## src/rtl/shift_seq_pkg.sv

```systemverilog
// Shared encodings for the shift sequencer: op codes, shift-register commands,
// amount-mux selects and FSM states.
package shift_seq_pkg;

   typedef enum logic [2:0] {
      OP_SLL  = 3'b000,
      OP_SRL  = 3'b001,
      OP_SRA  = 3'b010,
      OP_SLLV = 3'b011,
      OP_SRAV = 3'b100,
      OP_LUI  = 3'b101
   } op_e;

   typedef enum logic [2:0] {
      CMD_NOP  = 3'b000,
      CMD_LOAD = 3'b001,
      CMD_SLL  = 3'b010,
      CMD_SRL  = 3'b011,
      CMD_SRA  = 3'b100
   } cmd_e;

   typedef enum logic [1:0] {
      SEL_RS    = 2'b00,
      SEL_K16   = 2'b01,
      SEL_SHAMT = 2'b10
   } sel_e;

   typedef enum logic [1:0] {
      ST_IDLE  = 2'b00,
      ST_LOAD  = 2'b01,
      ST_SHIFT = 2'b10,
      ST_WRITE = 2'b11
   } state_e;

   localparam logic [4:0] LUI_AMT = 5'd16;

endpackage

```

## src/rtl/shift_op_decode.sv

```systemverilog
// Combinational op decode: amount-mux select, data source, shift direction
// and a legal flag for the two reserved op codes.
module shift_op_decode
   import shift_seq_pkg::*;
(
   input  logic [2:0] op,
   output logic [1:0] ctrl,
   output logic       src,
   output logic [2:0] dir,
   output logic       legal
);

   always_comb begin
      ctrl  = SEL_RS;
      src   = 1'b0;
      dir   = CMD_NOP;
      legal = 1'b1;
      case (op)
         OP_SLL:  begin ctrl = SEL_SHAMT; dir = CMD_SLL; end
         OP_SRL:  begin ctrl = SEL_SHAMT; dir = CMD_SRL; end
         OP_SRA:  begin ctrl = SEL_SHAMT; dir = CMD_SRA; end
         OP_SLLV: begin ctrl = SEL_RS;    dir = CMD_SLL; end
         OP_SRAV: begin ctrl = SEL_RS;    dir = CMD_SRA; end
         OP_LUI:  begin ctrl = SEL_K16;   dir = CMD_SLL; src = 1'b1; end
         default: legal = 1'b0;
      endcase
   end

endmodule

```

## src/rtl/shift_sequencer.sv

```systemverilog
// Control FSM that steps an external shift register through load, shift and
// write-back for one shift instruction.
//
//   state    | meaning
//   ---------+------------------------------------------------------
//   ST_IDLE  | waiting for start; all outputs quiet
//   ST_LOAD  | shift register loads its operand (ShiftOp=load)
//   ST_SHIFT | one shift command in the latched direction
//   ST_WRITE | result written to the register file, done pulses
module shift_sequencer
   import shift_seq_pkg::*;
#(
   parameter bit SKIP_ZERO = 1'b1
) (
   input  logic       clk,
   input  logic       reset,
   input  logic       start,
   input  logic [2:0] op,
   input  logic [4:0] shamt,
   input  logic [4:0] rs_amt,
   output logic [1:0] ShiftCtrl,
   output logic       ShiftSrc,
   output logic [2:0] ShiftOp,
   output logic       ShiftRegWrite,
   output logic       busy,
   output logic       done,
   output logic       err
);

   state_e     state;
   logic [2:0] op_q;
   logic [4:0] amt_q;
   logic [4:0] eff_amt;
   logic [2:0] dec_op;
   logic [1:0] dec_ctrl;
   logic       dec_src;
   logic [2:0] dec_dir;
   logic       dec_legal;

   // One decoder serves both the incoming request (IDLE) and the latched op.
   assign dec_op = (state == ST_IDLE) ? op : op_q;

   shift_op_decode u_decode (
      .op    (dec_op),
      .ctrl  (dec_ctrl),
      .src   (dec_src),
      .dir   (dec_dir),
      .legal (dec_legal)
   );

   always_comb begin
      eff_amt = '0;
      case (op)
         OP_SLL, OP_SRL, OP_SRA: eff_amt = shamt;
         OP_SLLV, OP_SRAV:       eff_amt = rs_amt;
         OP_LUI:                 eff_amt = LUI_AMT;
         default:                eff_amt = '0;
      endcase
   end

   always_ff @(posedge clk) begin
      if (reset) begin
         state         <= ST_IDLE;
         op_q          <= '0;
         amt_q         <= '0;
         ShiftCtrl     <= SEL_RS;
         ShiftSrc      <= 1'b0;
         ShiftOp       <= CMD_NOP;
         ShiftRegWrite <= 1'b0;
         busy          <= 1'b0;
         done          <= 1'b0;
         err           <= 1'b0;
      end else begin
         ShiftRegWrite <= 1'b0;
         done          <= 1'b0;
         err           <= 1'b0;
         case (state)
            ST_IDLE: begin
               if (start) begin
                  if (dec_legal) begin
                     op_q      <= op;
                     amt_q     <= eff_amt;
                     ShiftCtrl <= dec_ctrl;
                     ShiftSrc  <= dec_src;
                     ShiftOp   <= CMD_LOAD;
                     busy      <= 1'b1;
                     state     <= ST_LOAD;
                  end else begin
                     err <= 1'b1;
                  end
               end
            end
            ST_LOAD: begin
               if (SKIP_ZERO && (amt_q == '0)) begin
                  ShiftOp       <= CMD_NOP;
                  ShiftRegWrite <= 1'b1;
                  done          <= 1'b1;
                  state         <= ST_WRITE;
               end else begin
                  ShiftOp <= dec_dir;
                  state   <= ST_SHIFT;
               end
            end
            ST_SHIFT: begin
               ShiftOp       <= CMD_NOP;
               ShiftRegWrite <= 1'b1;
               done          <= 1'b1;
               state         <= ST_WRITE;
            end
            ST_WRITE: begin
               ShiftCtrl <= SEL_RS;
               ShiftSrc  <= 1'b0;
               busy      <= 1'b0;
               state     <= ST_IDLE;
            end
            default: state <= ST_IDLE;
         endcase
      end
   end

endmodule

```

## config.mk

```make
export PLATFORM = sky130hd
export DESIGN_NAME = shift_sequencer
export DESIGN_NICKNAME = d
export VERILOG_FILES = /design/src/rtl/shift_seq_pkg.sv /design/src/rtl/shift_op_decode.sv /design/src/rtl/shift_sequencer.sv
export SDC_FILE = /design/constraint.sdc
export NUM_CORES = 1
export LEC_CHECK = 0
export ABC_AREA = 1
export CAP_MARGIN = 40
export CORE_UTILIZATION = 43
export DETAILED_ROUTE_END_ITERATION = 16
export PLACE_DENSITY = 0.74
export SLEW_MARGIN = 20
export SYNTH_ARGS = -nofsm -noshare
export SYNTH_HDL_FRONTEND = slang
export SYNTH_SLANG_ARGS = --single-unit
```

## constraint.sdc

```tcl
create_clock -name clk -period 1.45 [get_ports clk]
set_input_delay 0.2175 -clock clk [delete_from_list [all_inputs] [get_ports clk]]
set_output_delay 0.2175 -clock clk [all_outputs]
set_load 0.01 [all_outputs]
```

Word level (Yosys, flattened, before mapping). Index checks and enable logic that the tools add are counted.

Register bits: 19. Bits of input ports: 16. Output and inout port bits: 10. Logic and storage cells: 69.

Equal/unequal tests: 15. Mux-type cells: 26. Bitwise operators: 2. Reductions and logical operators: 17.

Operators by type and width (number): $pmux 3 s3 (2); $pmux 5 s3 (1); $eq 3x2->1 const B (4); $eq 3x3->1 const B (4); $mux 3 (4); $reduce_or 3->1 (4); $mux 1 (9); $reduce_and 3->1 (3); $mux 2 (4); $pmux 2 s2 (2); $pmux 2 s4 (1); $eq 3x1->1 const B (2); $logic_not 3->1 (2); $pmux 1 s2 (3); $reduce_or 6->1 (1); $logic_not 5->1 (1); $eq 2x2->1 const B (2); $ne 2x2->1 const B (2); $reduce_or 2->1 (2); $reduce_bool 3->1 (1); $eq 2x1->1 const B (1); $logic_not 2->1 (1); $not 1->1 (2); $reduce_and 2->1 (1); $reduce_bool 2->1 (1).

Logic depth before layout (Yosys ltp). Gate-level depths: netlist of the first run.

Depth after elaboration: 8. Depth in mapped cells: 12. Gate-level depth less buffers: 11.

Hierarchy. Synthesis of the first run repeated with hierarchy kept, for this count alone.

Cell total of the unflattened synthesis: 151. Area, all modules: 1046.0 sq um.

By module, submodules not included: shift_sequencer (times used 1, cells each 137, area each 979.7 sq um, seq. area each 380.4 sq um); shift_op_decode (times used 1, cells each 14, area each 66.3 sq um, seq. area each 0.0 sq um).

Worst setup path after synthesis of the first run. Ideal clock, no wire load.

Path kind: reg2reg. From: register state[0]. To: register ShiftCtrl[0]. Arrival: 1.456 ns. Required time: 1.380 ns. Setup slack: -0.077 ns. Stages on the path, launching flop included: 12. Clock period less this slack: 1.527 ns. Cells stage by stage: dfxtp_1 > inv_1 > ha_1 > buf_6 > nand2_1 > nand2_4 > nand2_4 > nand2_4 > buf_6 > nor2_4 > nand2_1 > a21oi_1.

Word-level cells in the longest chain between the ends: 8.

RTL lines: start: declaration (line shift_sequencer.sv:30) `state_e state;`; start signal: assignment (line shift_sequencer.sv:63) `state <= ST_IDLE;`; start signal: assignment (line shift_sequencer.sv:87) `state <= ST_LOAD;`; start signal: assignment (line shift_sequencer.sv:98) `state <= ST_WRITE;`; $logic_not 2->1 (line shift_sequencer.sv:41, shift_sequencer.sv:77); $mux 3 (line shift_sequencer.sv:41) `assign dec_op = (state == ST_IDLE) ? op : op_q;`; $eq 3x1->1, or another cell as far along (line shift_op_decode.sv:18) `case (op)`; $reduce_or 3->1 (no line); $pmux 2 s2 (line shift_op_decode.sv:18); $mux 2 (line shift_sequencer.sv:80) `if (dec_legal) begin`; $mux 2 (line shift_sequencer.sv:79) `if (start) begin`; $pmux 2 s2 (line shift_sequencer.sv:77) `case (state)`; end signal: assignment (line shift_sequencer.sv:83) `ShiftCtrl <= dec_ctrl;`; end: declaration (line shift_sequencer.sv:21) `output logic [1:0] ShiftCtrl,`.

Parallel ways exist; a longest one is shown, timed or not. The select of a mux whose other input is x is not followed. A chain may end at the register's enable or synchronous reset.

Worst setup path in the final report of the first run.
From: register ShiftCtrl[1]. To: output ShiftCtrl[1].

No word-level cell between the ends.

==> results of run 1 <==
## cells in the final DEF, fill, tap and decap left out, drive strengths merged
cell,instances
nand3,10
clkdlybuf4s50,23
nand3b,2
nor3b,1
inv,20
nor2,22
clkbuf,3
dlymetal6s2s,1
ha,6
o21ai,9
dfxtp,18
nor3,1
dlygate4sd2,1
a21oi,11
buf,10
or2,1
nand2,52
## metrics by stage
stage                     power, mW  hold slack [ps]   util  setup slack (ps)
after CTS                      2.60              472  0.625              6.41
after global placement         2.25              452  0.607             -93.1
after global routing           2.92              492  0.642             -21.5
final                          2.71              468  0.642              46.5
after detailed placement       2.29              458  0.607              -138
after floorplan                1.82              296      -              15.9
## Yosys cell counts (all sizes together)
master	n
nand3b	2
ha	6
inv	20
or2	1
nor2	22
nand2	52
nor3b	1
o21ai	9
buf	4
nor3	1
nand3	10
dfxtp	18
clkbuf	1
a21oi	11
## cells by family after synthesis
kind of cell / count (synthesis)
AOI/OAI and AO/OA: 20
DFF: 18
and+or+nand+nor: 89
adders and majority gates: 6
buffers and inverters: 25
## routing by layer
layer	GRT usage	vias up
met5	0	-
met4	0.0721	0
met3	0.0409	6
met2	0.348	27
met1	0.214	473
li1	-	555
## sequential cells by signal, indices dropped and copies added (netlist names)
signal     cells
ShiftCtrl      2
ShiftOp        3
amt_q          5
busy           1
done           1
err            1
op_q           3
state          2
## final cells by class
type / instances / share of cell area
multi-input cells: 115 / 0.433
flip-flops and latches: 18 / 0.248
repair buffers: 35 / 0.226
inverters: 20 / 0.0531
well taps: 28 / 0.0240
clock buffers: 3 / 0.0154
## power groups by stage
stage	combinational (mW)	clock, mW	sequential, mW
2_1_floorplan	1.04	0	0.784
3_3_place_gp	1.51	0	0.739
3_5_place_dp	1.54	0	0.744
4_1_cts	1.60	0.262	0.733
5_1_grt	1.89	0.281	0.748
6_report	1.72	0.260	0.733
## worst min-delay path by stage
stage / start / endpoint / depth (start not counted)
floorplan: reset / err$_SDFF_PP0_ / 1
global placement: busy$_SDFFE_PP0P_ / busy$_SDFFE_PP0P_ / 2
detailed placement: amt_q[1]$_SDFFE_PP0P_ / amt_q[1]$_SDFFE_PP0P_ / 2
CTS: amt_q[1]$_SDFFE_PP0P_ / amt_q[1]$_SDFFE_PP0P_ / 2
global route: busy$_SDFFE_PP0P_ / busy$_SDFFE_PP0P_ / 2
finish: amt_q[1]$_SDFFE_PP0P_ / amt_q[1]$_SDFFE_PP0P_ / 2
## what timing repair did
action | 4_1_cts | 5_1_grt
hold endpoints to repair | 0 | 0
pin swaps | 0 | 2
endpoints found under the setup margin | 17 | 12
resized for setup | 5 | 10
buffers inserted | 0 | 1
==> impl_metrics.csv, run 1 <==
group,metric,value,unit
synth,synth_compound_area_frac,0.0941,
placement,io_buffers,25,
timing,final-setup-viol-count,0,
routing,met1Wirelength,1.10,mm
routing,vias,1061,
power_and_ir_drop,sw_frac_of_total,0.445,
routing,routed_via_density,4.84,
synth,yosysTopAreaCellShare,0.339,
power_and_ir_drop,p_int,1.50,mW
floorplanning,start_util,0.467,
timing,tns,0,ps
floorplanning,dieArea,0.00268,mm^2
critical_path,worstReg2RegStart,"state[1]$_SDFFE_PP0P_",
critical_path,endpoint,"ShiftCtrl[1]",
floorplanning,die_y,51.7,um
placement,dpl.cell_count,215,
power_and_ir_drop,p_per_area,1850,mW/mm^2
routing,route.detailed.drc,0,
final_layout,instances_no_fill,219,
final_layout,final_area,0.00146,mm^2
floorplanning,rows,17,
clock_network,clk_pin_slew_worst_paths,110,ps
outcome,outcome,"completed",
placement,gp_congestion,0.902,
final_layout,multiInputGateArea,633,um^2
critical_path,path_cells,"clkdlybuf4s50_1",
routing,drtAntennaViolNets,0,
timing,slew-limit-headroom,0.801,
timing,rsz0062_at_grt,"true",
worst_hold_path,hold_path.class,"register to register",
grt,grt_overflow,0,
grt,antenna_found_initial,0,
clock_network,cts_made_buffers,3,
timing,finalCritPeriodShare,0.968,
critical_path,crit_fanout,2,
critical_path,arrival,1190,ps
synth,synth.area.top_cells,"dfxtp_1 (34%), nand2_1 (16%), nor2_1 (7.4%), ha_1 (7.1%), inv_1 (6.7%)",
grt,grt_pass1_vias,962,
synth,synthesis.instances,158,
critical_path,r2r_setup_slack,60,ps
routing,dr.pass1.iters,4,
clock_network,cts_sinks,18,
synth,avgSynthCellArea,6.73,um^2
power_and_ir_drop,switchingPower,1.21,mW
final_layout,syn_to_final_growth,37.4,%
final_layout,antenna_cells,0,
clock_network,clkLatencyLatePin,300,ps
grt,grt.total_usage,0.191,
routing,top_layer_used,"met4",
routing,drtIter0Drc,22,
floorplanning,chipWidth,51.7,um
final_layout,fillers,212,
final_layout,drive_gt1_frac,0.188,
synth,synth_area,0.00106,mm^2
synth,synth_top_family_by_area,"simple AND/OR/NAND/NOR gates",
power_and_ir_drop,p_leak,0.692,nW
critical_path,worstSetupPathDepth,1,
critical_path,cp.required,1230,ps
placement,hpwlAfterDp,1.88,mm
synth,ys_ff_latch,18,
clock_network,htreeDepth,1,
routing,wl_met3,95,um
critical_path,start_kind,"register",
routing,dr_wl_met2,1.17,mm
clock_network,hold_buffers,0,
timing,slew_violations,0,
grt,grt_max_degree,12,
synth,ys_types,19,
critical_path,cpPeakStageDelay,540,ps
power_and_ir_drop,pwr-share-clk,0.096,
floorplanning,core_area,0.00228,mm^2
synth,synthMuxAreaShare,0,
clock_network,cts_tree,"built",
routing,wl_per_cell,11.1,um
synth,yosysTopAreaCell,"dfxtp_1",
critical_path,cp_top_family,"buffers and inverters",
job,timing.max_cap.violations,0,
power_and_ir_drop,ir_drop,1.08,mV
critical_path,critPathCaptureType,"output pin",
critical_path,crit_buf_inv,1,
critical_path,worstRegToRegCells,10,
timing,finalHoldViolCount,0,
synth,synth_fa_ha_area_frac,0.0706,
synth,synth_simple_gate_area_frac,0.385,
critical_path,slowest_stage,"clkdlybuf4s50_1",
final_layout,regArea,363,um^2
clock_network,cts.root.buffer_cell,"clkbuf_4",
power_and_ir_drop,power_frac_seq,0.270,
timing,clock.fmax,713,MHz
critical_path,crit_type,"register to output pin",
final_layout,nNetsFinal,215,
synth,synth_xor_area_frac,0,
grt,grt_pass1_wl,3.82,mm
timing,min_period,1400,ps
critical_path,r2r-end,"ShiftCtrl[1]$_SDFFE_PP0P_",
floorplanning,io_pins,26,
synth,yosysSeqAreaShare,0.339,
routing,finalWirelength,2.43,mm
timing,worst-slew-pin-transition,296,ps
timing,skew,5.26,ps
power_and_ir_drop,p_comb_frac,0.634,
synth,synth_nets,180,
clock_network,clk_path_buf_depth,2,
synth,ys.warnings.count,0,
placement,dpl-instance-area,0.00138,mm^2
critical_path,critPathLaunch,"ShiftCtrl[1]$_SDFFE_PP0P_",
No activity file was read; power rests on OpenSTA's default activity.
==> run 2, diff against run 1 <==
ABC_CLOCK_PERIOD_IN_PS = 1450   (was default)
CAP_MARGIN = default   (was 40)
CORE_MARGIN = 8   (was default)
==> run 2 against run 1 <==
  * Count of clock-buffer cells in the layout rose by 1
  * Die area rose by 61%
  * Power is 12% higher
==> impl_metrics.csv, run 2 (synthesis results as in run 1) <==
group,metric,value,unit
grt,grt_max_degree,12,
outcome,outcome,"completed",
power_and_ir_drop,pwr-share-clk,0.104,
clock_network,htreeDepth,1,
critical_path,cp.required,1680,ps
clock_network,clkLatencyLatePin,300,ps
placement,io_buffers,25,
power_and_ir_drop,ir_drop,1.20,mV
final_layout,mostFrequentLayoutCells,"nand2_1 (41), clkdlybuf4s50_1 (22), nor2_1 (21)",
final_layout,syn_to_final_growth,46.4,%
clock_network,cts.root.buffer_cell,"clkbuf_4",
final_layout,drive_gt1_frac,0.244,
grt,antenna_found_initial,0,
floorplanning,die_y,65.7,um
floorplanning,core_area,0.00241,mm^2
placement,dp_slack,-168,ps
routing,drtIter0Drc,25,
timing,slew_violations,0,
critical_path,critPathMostFrequentCell,"nand2_4",
timing,setup_ws,43.7,ps
critical_path,cpPeakStageDelay,350,ps
final_layout,reg.largest.list,"amt_q: 5 flops, ShiftOp: 3 flops, op_q: 3 flops",
power_and_ir_drop,p_per_area,1950,mW/mm^2
clock_network,clk_path_buf_depth,2,
clock_network,clk_pin_slew_worst_paths,110,ps
timing,timing.hold.ws,462,ps
critical_path,critPathCaptureType,"register",
power_and_ir_drop,p_int,1.70,mW
placement,hpwlAfterDp,2.10,mm
power_and_ir_drop,power_frac_seq,0.243,
final_layout,final_area,0.00156,mm^2
clock_network,cts_made_buffers,3,
timing,skew,10.4,ps
timing,final-setup-viol-count,0,
final_layout,nNetsFinal,220,
clock_network,hold_buffers,0,
job,timing.max_cap.violations,0,
timing,min_period,1410,ps
timing,rsz0062_at_grt,"true",
timing,slew-limit-headroom,0.814,
floorplanning,dieArea,0.00432,mm^2
floorplanning,rows,18,
floorplanning,io_pins,26,
power_and_ir_drop,switchingPower,1.33,mW
critical_path,slowest_stage,"dfxtp_2",
power_and_ir_drop,sw_frac_of_total,0.438,
routing,routed_via_density,4.90,
critical_path,arrival,1640,ps
clock_network,cts_tree,"built",
timing,finalHoldViolCount,0,
grt,grt.total_usage,0.125,
critical_path,path_cells,"inv_2, ha_4, inv_6, nand2_2, nand2_4, nand2_4, nand2_8, buf_4, nand2_1, a21oi_1",
routing,finalWirelength,2.81,mm
critical_path,crit_type,"register to register",
grt,grt_overflow,0,
placement,dpl-instance-area,0.00141,mm^2
floorplanning,chipWidth,65.7,um
timing,clock.fmax,711,MHz
worst_hold_path,hold_path.class,"register to register",
final_layout,utilization,0.646,
critical_path,start_kind,"register",
placement,gp_congestion,0.868,
floorplanning,start_util,0.441,
power_and_ir_drop,p_leak,0.756,nW
routing,wl_per_cell,12.4,um
routing,dr.pass1.iters,4,
final_layout,top_register,"amt_q",
final_layout,layout_commonest_cell,"nand2_1",
routing,drtAntennaViolNets,0,
timing,finalCritPeriodShare,0.970,
final_layout,antenna_cells,0,
routing,vias,1113,
timing,tns,0,ps
timing,worst-slew-pin-transition,279,ps
clock_network,cts_sinks,18,
grt,grt_pass1_wl,4.29,mm
power_and_ir_drop,p_comb_frac,0.652,
routing,route.detailed.drc,0,
final_layout,largest_reg_flops,5,
grt,grt_pass1_vias,1059,
critical_path,crit_fanout,7,
-- run 2: power by group through the flow --
stage          Sequential, mW  Clock [mW]  Combinational, mW
4_1_cts                 0.738       0.323               1.71
5_1_grt                 0.753       0.339               2.16
2_1_floorplan           0.784           0               1.04
6_report                0.736       0.316               1.98
3_3_place_gp            0.736           0               1.54
3_5_place_dp            0.745           0               1.61
-- run 2: path summary, 6_finish.rpt --
| path | slack [ps] | start | cells past startpoint | to |
|---|---|---|---|---|
| worst max-delay path | 40 | state[0]$_SDFFE_PP0P_ | 10 | amt_q[1]$_SDFFE_PP0P_ |
| worst min-delay path | 460 | amt_q[2]$_SDFFE_PP0P_ | 2 | amt_q[2]$_SDFFE_PP0P_ |
| worst max register to register | 40 | state[0]$_SDFFE_PP0P_ | 10 | amt_q[1]$_SDFFE_PP0P_ |
| worst min register to register | 460 | amt_q[2]$_SDFFE_PP0P_ | 2 | amt_q[2]$_SDFFE_PP0P_ |
-- run 2: worst max-delay path, delay by kind of cell, from the launching register on --
family	cells	cell delay, ps
adders and majority gates	1	190
buffers and inverters	3	260
DFF	1	350
AOI/OAI and AO/OA	1	130
and+or+nand+nor	5	390
-- run 2: stage by stage --
step	power [mW]	cells
floorplan	1.82	158
global placement	2.28	220
detailed placement	2.36	220
CTS	2.78	225
global route	3.26	227
finish	3.03	227
-- run 2: what timing repair did --
| item | 4_1_cts | 5_1_grt |
|---|---|---|
| gates resized for setup | 5 | 20 |
| setup buffers | 1 | 2 |
| gates cloned | 0 | 0 |
| setup endpoints to repair | 16 | 18 |
| pin swaps | 1 | 8 |
-- run 2: area by class of cell --
type	count	area, um^2
fillers	210	853
multi-input cells	115	669
repair buffers	40	370
flip-flops and latches	18	363
inverters	20	80.1
well taps	30	37.5
clock buffers	4	36.3
-- run 2: per-layer routing --
| metal | up-vias | global-route usage | share of wire |
|---|---|---|---|
| li1 | 564 | - | - |
| met1 | 504 | 0.121 | 0.40 |
| met2 | 36 | 0.224 | 0.49 |
| met3 | 9 | 0.0442 | 0.078 |
| met4 | 0 | 0.0708 | 0.028 |
| met5 | - | 0 | 0 |
